===== config.mk =====
export PLATFORM = sky130hd
export DESIGN_NAME = ni_packetizer
export DESIGN_NICKNAME = d
export VERILOG_FILES = /design/src/rtl/ni_packetizer.sv
export SDC_FILE = /design/constraint.sdc
export NUM_CORES = 1
export LEC_CHECK = 0
export ABC_AREA = 0
export CORE_AREA = 2 2 83 85
export CTS_CLUSTER_DIAMETER = 60
export DETAILED_ROUTE_END_ITERATION = 6
export DIE_AREA = 0 0 85 87
export PLACE_DENSITY = 0.74
export SLEW_MARGIN = 10
export SYNTH_ARGS = -nofsm -noshare
export SYNTH_HDL_FRONTEND = slang
export SYNTH_SLANG_ARGS = --single-unit

===== constraint.sdc =====
create_clock -name clk -period 2.4 [get_ports clk]
set_clock_uncertainty 0.2 [all_clocks]
set_input_delay 0.48 -clock clk [delete_from_list [all_inputs] [get_ports clk]]
set_output_delay 0.48 -clock clk [all_outputs]
set_load 0.05 [all_outputs]

===== src/rtl/ni_packetizer.sv =====
// ni_packetizer: injection-side packetizer of the network interface.
// Takes a message descriptor (dest, len) and a payload word stream from the frontend and
// emits head/body/tail flits toward the local router port. Injection is paced by
// credit-based flow control against the router input buffer.
//
// Ports
//   clk, rst_n              clock, asynchronous active-low reset
//   msg_valid/ready         descriptor handshake; msg_dest, msg_len sampled on accept
//   pld_valid/ready         payload word handshake; pld_data
//   flit_valid, flit_data   registered flit push {type[1:0], DATA_W bits}
//                           type: 01 head, 00 body, 10 tail, 11 head+tail
//   credit_in               one-cycle pulse, router freed one buffer slot
//   credit_cnt              current credit count (resets to CREDITS)
//   credit_err              sticky overflow flag: credit returned while already full
//   busy                    FSM not idle
module ni_packetizer #(
  parameter int unsigned DATA_W  = 32,
  parameter int unsigned DEST_W  = 4,
  parameter int unsigned LEN_W   = 4,
  parameter int unsigned CREDITS = 4,
  localparam int unsigned CNT_W  = $clog2(CREDITS + 1)
) (
  input  logic              clk,
  input  logic              rst_n,
  input  logic              msg_valid,
  output logic              msg_ready,
  input  logic [DEST_W-1:0] msg_dest,
  input  logic [LEN_W-1:0]  msg_len,
  input  logic              pld_valid,
  output logic              pld_ready,
  input  logic [DATA_W-1:0] pld_data,
  output logic              flit_valid,
  output logic [DATA_W+1:0] flit_data,
  input  logic              credit_in,
  output logic [CNT_W-1:0]  credit_cnt,
  output logic              credit_err,
  output logic              busy
);

  localparam logic [CNT_W-1:0] CreditsMax = CNT_W'(CREDITS);

  localparam logic [1:0] TypeBody     = 2'b00;
  localparam logic [1:0] TypeHead     = 2'b01;
  localparam logic [1:0] TypeTail     = 2'b10;
  localparam logic [1:0] TypeHeadTail = 2'b11;

  typedef enum logic [1:0] {StIdle, StHead, StBody} state_e;

  state_e             state;
  logic [DEST_W-1:0]  dest;
  logic [LEN_W-1:0]   len;
  logic [LEN_W-1:0]   rem_cnt;

  logic               has_credit;
  logic               send_head;
  logic               send_body;
  logic               send;
  logic [DATA_W-1:0]  head_payload;

  always_comb begin
    has_credit   = (credit_cnt != '0);
    msg_ready    = (state == StIdle);
    pld_ready    = (state == StBody) && has_credit;
    send_head    = (state == StHead) && has_credit;
    send_body    = pld_valid && pld_ready;
    send         = send_head || send_body;
    busy         = (state != StIdle);
    // Length sits directly above the destination id, upper bits zero.
    head_payload = DATA_W'({len, dest});
  end

  always_ff @(posedge clk or negedge rst_n) begin
    if (!rst_n) begin
      state      <= StIdle;
      dest       <= '0;
      len        <= '0;
      rem_cnt    <= '0;
      flit_valid <= 1'b0;
      flit_data  <= '0;
      credit_cnt <= CreditsMax;
      credit_err <= 1'b0;
    end else begin
      flit_valid <= 1'b0;

      unique case (state)
        StIdle: begin
          if (msg_valid) begin
            dest    <= msg_dest;
            len     <= msg_len;
            rem_cnt <= msg_len;
            state   <= StHead;
          end
        end
        StHead: begin
          if (send_head) begin
            flit_valid <= 1'b1;
            if (len == '0) begin
              flit_data <= {TypeHeadTail, head_payload};
              state     <= StIdle;
            end else begin
              flit_data <= {TypeHead, head_payload};
              state     <= StBody;
            end
          end
        end
        StBody: begin
          if (send_body) begin
            flit_valid <= 1'b1;
            rem_cnt    <= rem_cnt - LEN_W'(1);
            if (rem_cnt == LEN_W'(1)) begin
              flit_data <= {TypeTail, pld_data};
              state     <= StIdle;
            end else begin
              flit_data <= {TypeBody, pld_data};
            end
          end
        end
        default: state <= StIdle;
      endcase

      // A send and a returned credit in the same cycle cancel out.
      if (credit_in && !send) begin
        if (credit_cnt == CreditsMax) begin
          credit_err <= 1'b1;
        end else begin
          credit_cnt <= credit_cnt + CNT_W'(1);
        end
      end else if (send && !credit_in) begin
        credit_cnt <= credit_cnt - CNT_W'(1);
      end
    end
  end

endmodule


# Word-level counts from Yosys, hierarchy flattened
# Cells that the tools add are included.
[op_classes] n_mux=20 n_addsub=3 n_reduce_logical=21 n_eq_ne=9
[ops] cell="34-bit two-way mux" n=4
[ops] cell="34-bit case mux with 2 select lines" n=1
[ops] cell="2-bit two-way mux" n=5
[ops] cell="3-bit two-way mux" n=3
[ops] cell="4-bit two-way mux" n=2
[ops] cell="2-bit != test (second input constant)" n=4
[ops] cell="4-bit case mux with 2 select lines" n=1
[ops] cell="2-bit nonzero test" n=4
[ops] cell="2-bit case mux with 3 select lines" n=1
[ops] cell="2-bit AND reduction" n=3
[ops] cell="3-bit AND reduction" n=2
[ops] cell="1-bit logical AND" n=5
[ops] cell="4-bit by 1-bit == test with 1-bit output (second input constant)" n=1
[ops] cell="4-bit zero test" n=1
[ops] cell="4-bit AND reduction" n=1
[ops] cell="4-bit by 1-bit subtractor with 4-bit output (second input constant)" n=1
[ops] cell="3-bit by 1-bit adder with 3-bit output (second input constant)" n=1
[ops] cell="3-bit == test (second input constant)" n=1
[ops] cell="3-bit nonzero test" n=1
[ops] cell="3-bit by 1-bit subtractor with 3-bit output (second input constant)" n=1
[ops] cell="2-bit by 1-bit == test with 1-bit output (second input constant)" n=1
[ops] cell="2-bit == test (second input constant)" n=1
[ops] cell="1-bit zero test" n=2
[ops] cell="2-bit zero test" n=1
[ops] cell="4 further kinds" n=5
[word_totals] output_inout_bits=42 register_bits=53 in_bits=45

# Logic depth before layout (Yosys ltp)
[logic_depth] depth_word=8 depth_mapped=9 mapped_depth_nobuf=8

# Worst setup path before layout
# Ideal clock, no wire load.
[synth_timing] kind="reg2reg" start="reg credit_cnt[0]" end="reg credit_cnt[2]" path_stages_with_launch=8 period_less_slack_ns=2.447 setup_ns=0.088 arrival_time_ns=2.159 required_ns=2.112 setup_slack_ns=-0.047 cell_sequence="dfrtp_1 -> buf_6 -> nor3_4 -> o21ai_0 -> fa_1 -> or3_1 -> nand3_1 -> o211ai_1"
[synth_via] elab_chain_len=8 elab_cells_between_ends=17 classes_between="add/sub (2); eq/ne (2); mux (3); reduce/logical (10)"
[synth_rtl] item="start: declaration" line_no="35" source="output logic [CNT_W-1:0] credit_cnt,"
[synth_rtl] item="start signal: assignment" line_no="80" source="credit_cnt <= CreditsMax;"
[synth_rtl] item="start signal: assignment" line_no="126" source="credit_cnt <= credit_cnt + CNT_W'(1);"
[synth_rtl] item="start signal: assignment" line_no="129" source="credit_cnt <= credit_cnt - CNT_W'(1);"
[synth_rtl] item="3-bit nonzero test" line_no="61" source="has_credit = (credit_cnt != '0);"
[synth_rtl] item="1-bit logical AND" line_no="63" source="pld_ready = (state == StBody) && has_credit;"
[synth_rtl] item="1-bit logical AND" line_no="65" source="send_body = pld_valid && pld_ready;"
[synth_rtl] item="1-bit logical OR" line_no="66" source="send = send_head || send_body;"
[synth_rtl] item="1-bit zero test" line_no="122" source="if (credit_in && !send) begin"
[synth_rtl] item="1-bit logical AND" line_no="122"
[synth_rtl] item="2-bit != test (no source line) or 2-bit nonzero test (tied branches)"
[synth_rtl] item="2-bit AND reduction (no source line)"
# Several ways; a longest one is shown, not always the timed one. The select of a mux whose other input is x is not followed.
# A chain may end at the register's enable or synchronous reset.

# Final worst setup path
[layout_timing] start="reg credit_cnt[0]" end="out pld_ready"
[layout_via] elab_chain_len=2
[layout_rtl] item="3-bit nonzero test" line_no="61"
[layout_rtl] item="1-bit logical AND" line_no="63"
[layout_rtl] item="end: declaration" line_no="30" source="output logic pld_ready,"
# No other way between the ends.

==> results by group <==
Worst setup path
  • Crit-path max FO: 10
  • Cells on worst reg2reg path: 8
  • Critical path endpoint: pld_ready
  • Slowest cell delay on critical path: 0.43 ns
  • Crit path cell chain: buf_4 > or3_4 > and2_4 > buf_12
  • Crit start category: flop
  • Type of destination of the critical path: output port
  • R2R Path Start: state[1]
  • Crit-path slowest cell: dfrtp_2
  • Critical path startpoint: credit_cnt[0]
  • Critical path class: reg2out
  • Critical path required time: 1.72 ns
  • Reg-to-Reg End: credit_cnt[2]
  • R2R Setup Slk: 0.19 ns
  • Arr. time, crit path: 1.64 ns

Power
  • Net Sw Power: 2.896 mW
  • Power, Total: 5.900 mW
  • Clk pwr share: 10.2%
  • Leakage: 1.690 nW
  • Switching Share: 49.08%
  • Int Pwr: 3.005 mW
  • P per Cell Area: 1596 nW/um^2
  • Combinational Power Share: 62.6%
  • Worst VDD drop: 0.7420 mV
  • Sequential Power Share: 27.2%

Detailed routing
  • DRC viols: 0
  • DR iter-0 viols: 88
  • Post-DR vias/cell: 5.087
  • First-pass DRT Iterations: 4
  • Antenna-violating nets left: 0
  • DRT Wirelength: 5.898 mm
  • Vias post-DR: 2,233
  • Wire per inst: 13.44 um

Clock network
  • Clk Tree Root Cell: clkbuf_8
  • H-tree depth reported by CTS: 2
  • Clk_lat worst skew: 0.30 ns
  • Post-CTS Setup Repair Bufs: 0
  • Cts-stage hold buffer count: 0
  • CTS resizes: 0
  • Number of buffers created by CTS: 5
  • Sink Count: 53
  • Clock transition at the registers of the reported paths: 0.09 ns
  • CTS max path bufs: 2
  • CTS tree: built

Logic synthesis
  • Distinct cells, synth: 43
  • Most common cell in the netlist: nand2_1
  • Area leader, netlist: dfrtp_1
  • Post-Syn Instances: 267
  • Synth Area per Inst: 9.649 sq um
  • Post-Syn Area: 2576 sq um
  • Syn nets: 318
  • Number of synthesized flops with an enable pin: 0
  • Area share of the leading cell type in the synthesized netlist: 50.51%
  • YS warnings: 0
  • Asr flop ratio synth: 100.0%
  • Top_reg_cell synth: dfrtp_1
  • Commonest cells in the netlist: nand2_1 (63), dfrtp_1 (52), nand3_1 (34), nor2_1 (11)
  • Seq/Total Area, Yosys: 51.53%
  • #FFs+latches synth: 53
  • Synth top area cells: dfrtp_1 (51%), nand2_1 (9.2%), nand3_1 (6.6%), mux2i_1 (3.9%), mux2_2 (3.1%)

STA
  • Post-route clock period utilization: 96.64%
  • # setup viols final: 0
  • Min cycle time layout: 2.319 ns
  • Fmax: 431.2 MHz
  • Max-slew headroom: 65.25%
  • Worst slew pin tran: 0.5196 ns
  • Final Hold Viols: 0
  • RSZ-0062 raised after global routing: no
  • Max-slew violation count: 0

GRT
  • First-pass GRT wire length: 9.694 mm
  • Tot GR Track Use: 16.07%
  • Gr ovfl total: 0
  • Vias in the first global route: 2,158
  • Initial antenna violation count: 0
  • Pin count of the biggest net entering global routing: 37

Floorplan
  • FP Rows: 30
  • Initial Util: 39.22%
  • Die area: 7395 sq um
  • Core ar.: 6569 sq um
  • Die Span X: 85 um
  • I/O pin count: 87
  • Die height: 87 um

Final layout
  • Final Net Count: 409
  • Layout cells sized above 1: 12.26%
  • Ant. Diodes: 0
  • Post-layout util: 56.27%
  • Area delta synth->final: 43.47%
  • Final Non-Filler Cells: 439
  • Final Cell Area: 3696 sq um

Flow run
  • Max_cap viols: 0

Placement
  • DP HPWL: 4.369 mm
  • Inst Count DP: 431
  • GPL Wtd Cong: 0.8118
  • Placed cell areas: 3571 sq um
  • Port bufs: 86

Min path
  • Worst Hold Class: in2async

Run status
  • Status: complete, no violations
worst max-delay path, delay by kind of cell, from the launching register on:
kind	cells	cell delay [ns]
AND/OR/NAND/NOR	2	0.59
buffers and inverters	2	0.32
flip-flops	1	0.43
power by group through the flow:
| stage | Clock, mW | Combinational (mW) | Sequential (mW) |
|---|---|---|---|
| after global routing | 0.666 | 3.95 | 1.66 |
| after detailed placement | 0 | 3.71 | 1.63 |
| final | 0.601 | 3.69 | 1.61 |
| after CTS | 0.624 | 3.72 | 1.61 |
| after global placement | 0 | 3.66 | 1.61 |
| after floorplan | 0 | 1.44 | 2.68 |
routing by layer:
layer  track usage (%)  vias to the layer above  part of all wire [%]
met5                 0                        -                     0
met4             4.185                        0                  0.66
met3             4.076                        5                   6.1
met2             27.56                       70                    48
met1             20.34                     1059                    45
li1                  -                     1099                     -
cells by family after synthesis:
group	count (synthesis)	synth area share [%]
AND/OR/NAND/NOR	127	22.88
flip-flops	53	51.53
AO/OA/AOI/OAI	40	9.617
multiplexers	17	6.945
buffers and inverters	23	5.488
XOR/XNOR	1	0.3400
adder cells (fa/ha/maj)	6	3.205
cell type report:
| class | instances | area, sq um |
|---|---|---|
| fillers | 567 | 2873 |
| clock inverters | 2 | 38.79 |
| repair buffers | 102 | 1016 |
| clock buffers | 6 | 72.57 |
| well taps | 80 | 100.1 |
| inverters | 5 | 18.77 |
| multi-input cells | 191 | 1121 |
| flip-flops and latches | 53 | 1329 |
sequential cells by signal (all words and copies together) (netlist names):
name,flops
credit_err,1
dest,4
flit_data,34
credit_cnt,3
rem_cnt,4
len,4
flit_valid,1
state,2
stage by stage:
step	TNS [ns]	hold WS, ns	setup slack, ns
final	0	0.004007	0.08067
after floorplan	0	-0.01559	0.001319
after detailed placement	-0.3470	0.2572	-0.1824
after global routing	0	0.02230	0.03534
after global placement	-0.05550	0.2483	-0.05184
after CTS	0	0.01783	0.006036
worst min path at each step:
stage / start / to / slack (ns) / cells past startpoint
floorplan: rst_n / credit_cnt[0] / -0.02 / 0
finish: rst_n / flit_data[16] / 0.004 / 2
CTS: rst_n / flit_valid / 0.02 / 2
global route: rst_n / flit_data[16] / 0.02 / 2
global placement: flit_data[21] / flit_data[21] / 0.25 / 2
detailed placement: flit_data[10] / flit_data[10] / 0.26 / 2
cells in the final DEF, fill, tap and decap left out, types with 4 or more instances in the layout:
cell type	instances
a21oi_1	6
buf_12	4
buf_4	17
clkbuf_8	5
clkdlybuf4s50_1	79
dfrtp_1	51
ha_1	4
inv_1	5
mux2_2	7
mux2i_1	10
nand2_1	63
nand2b_1	4
nand3_1	34
nor2_1	11
o21ai_0	10
o21ai_1	8
No activity file was read; power rests on OpenSTA's default activity.
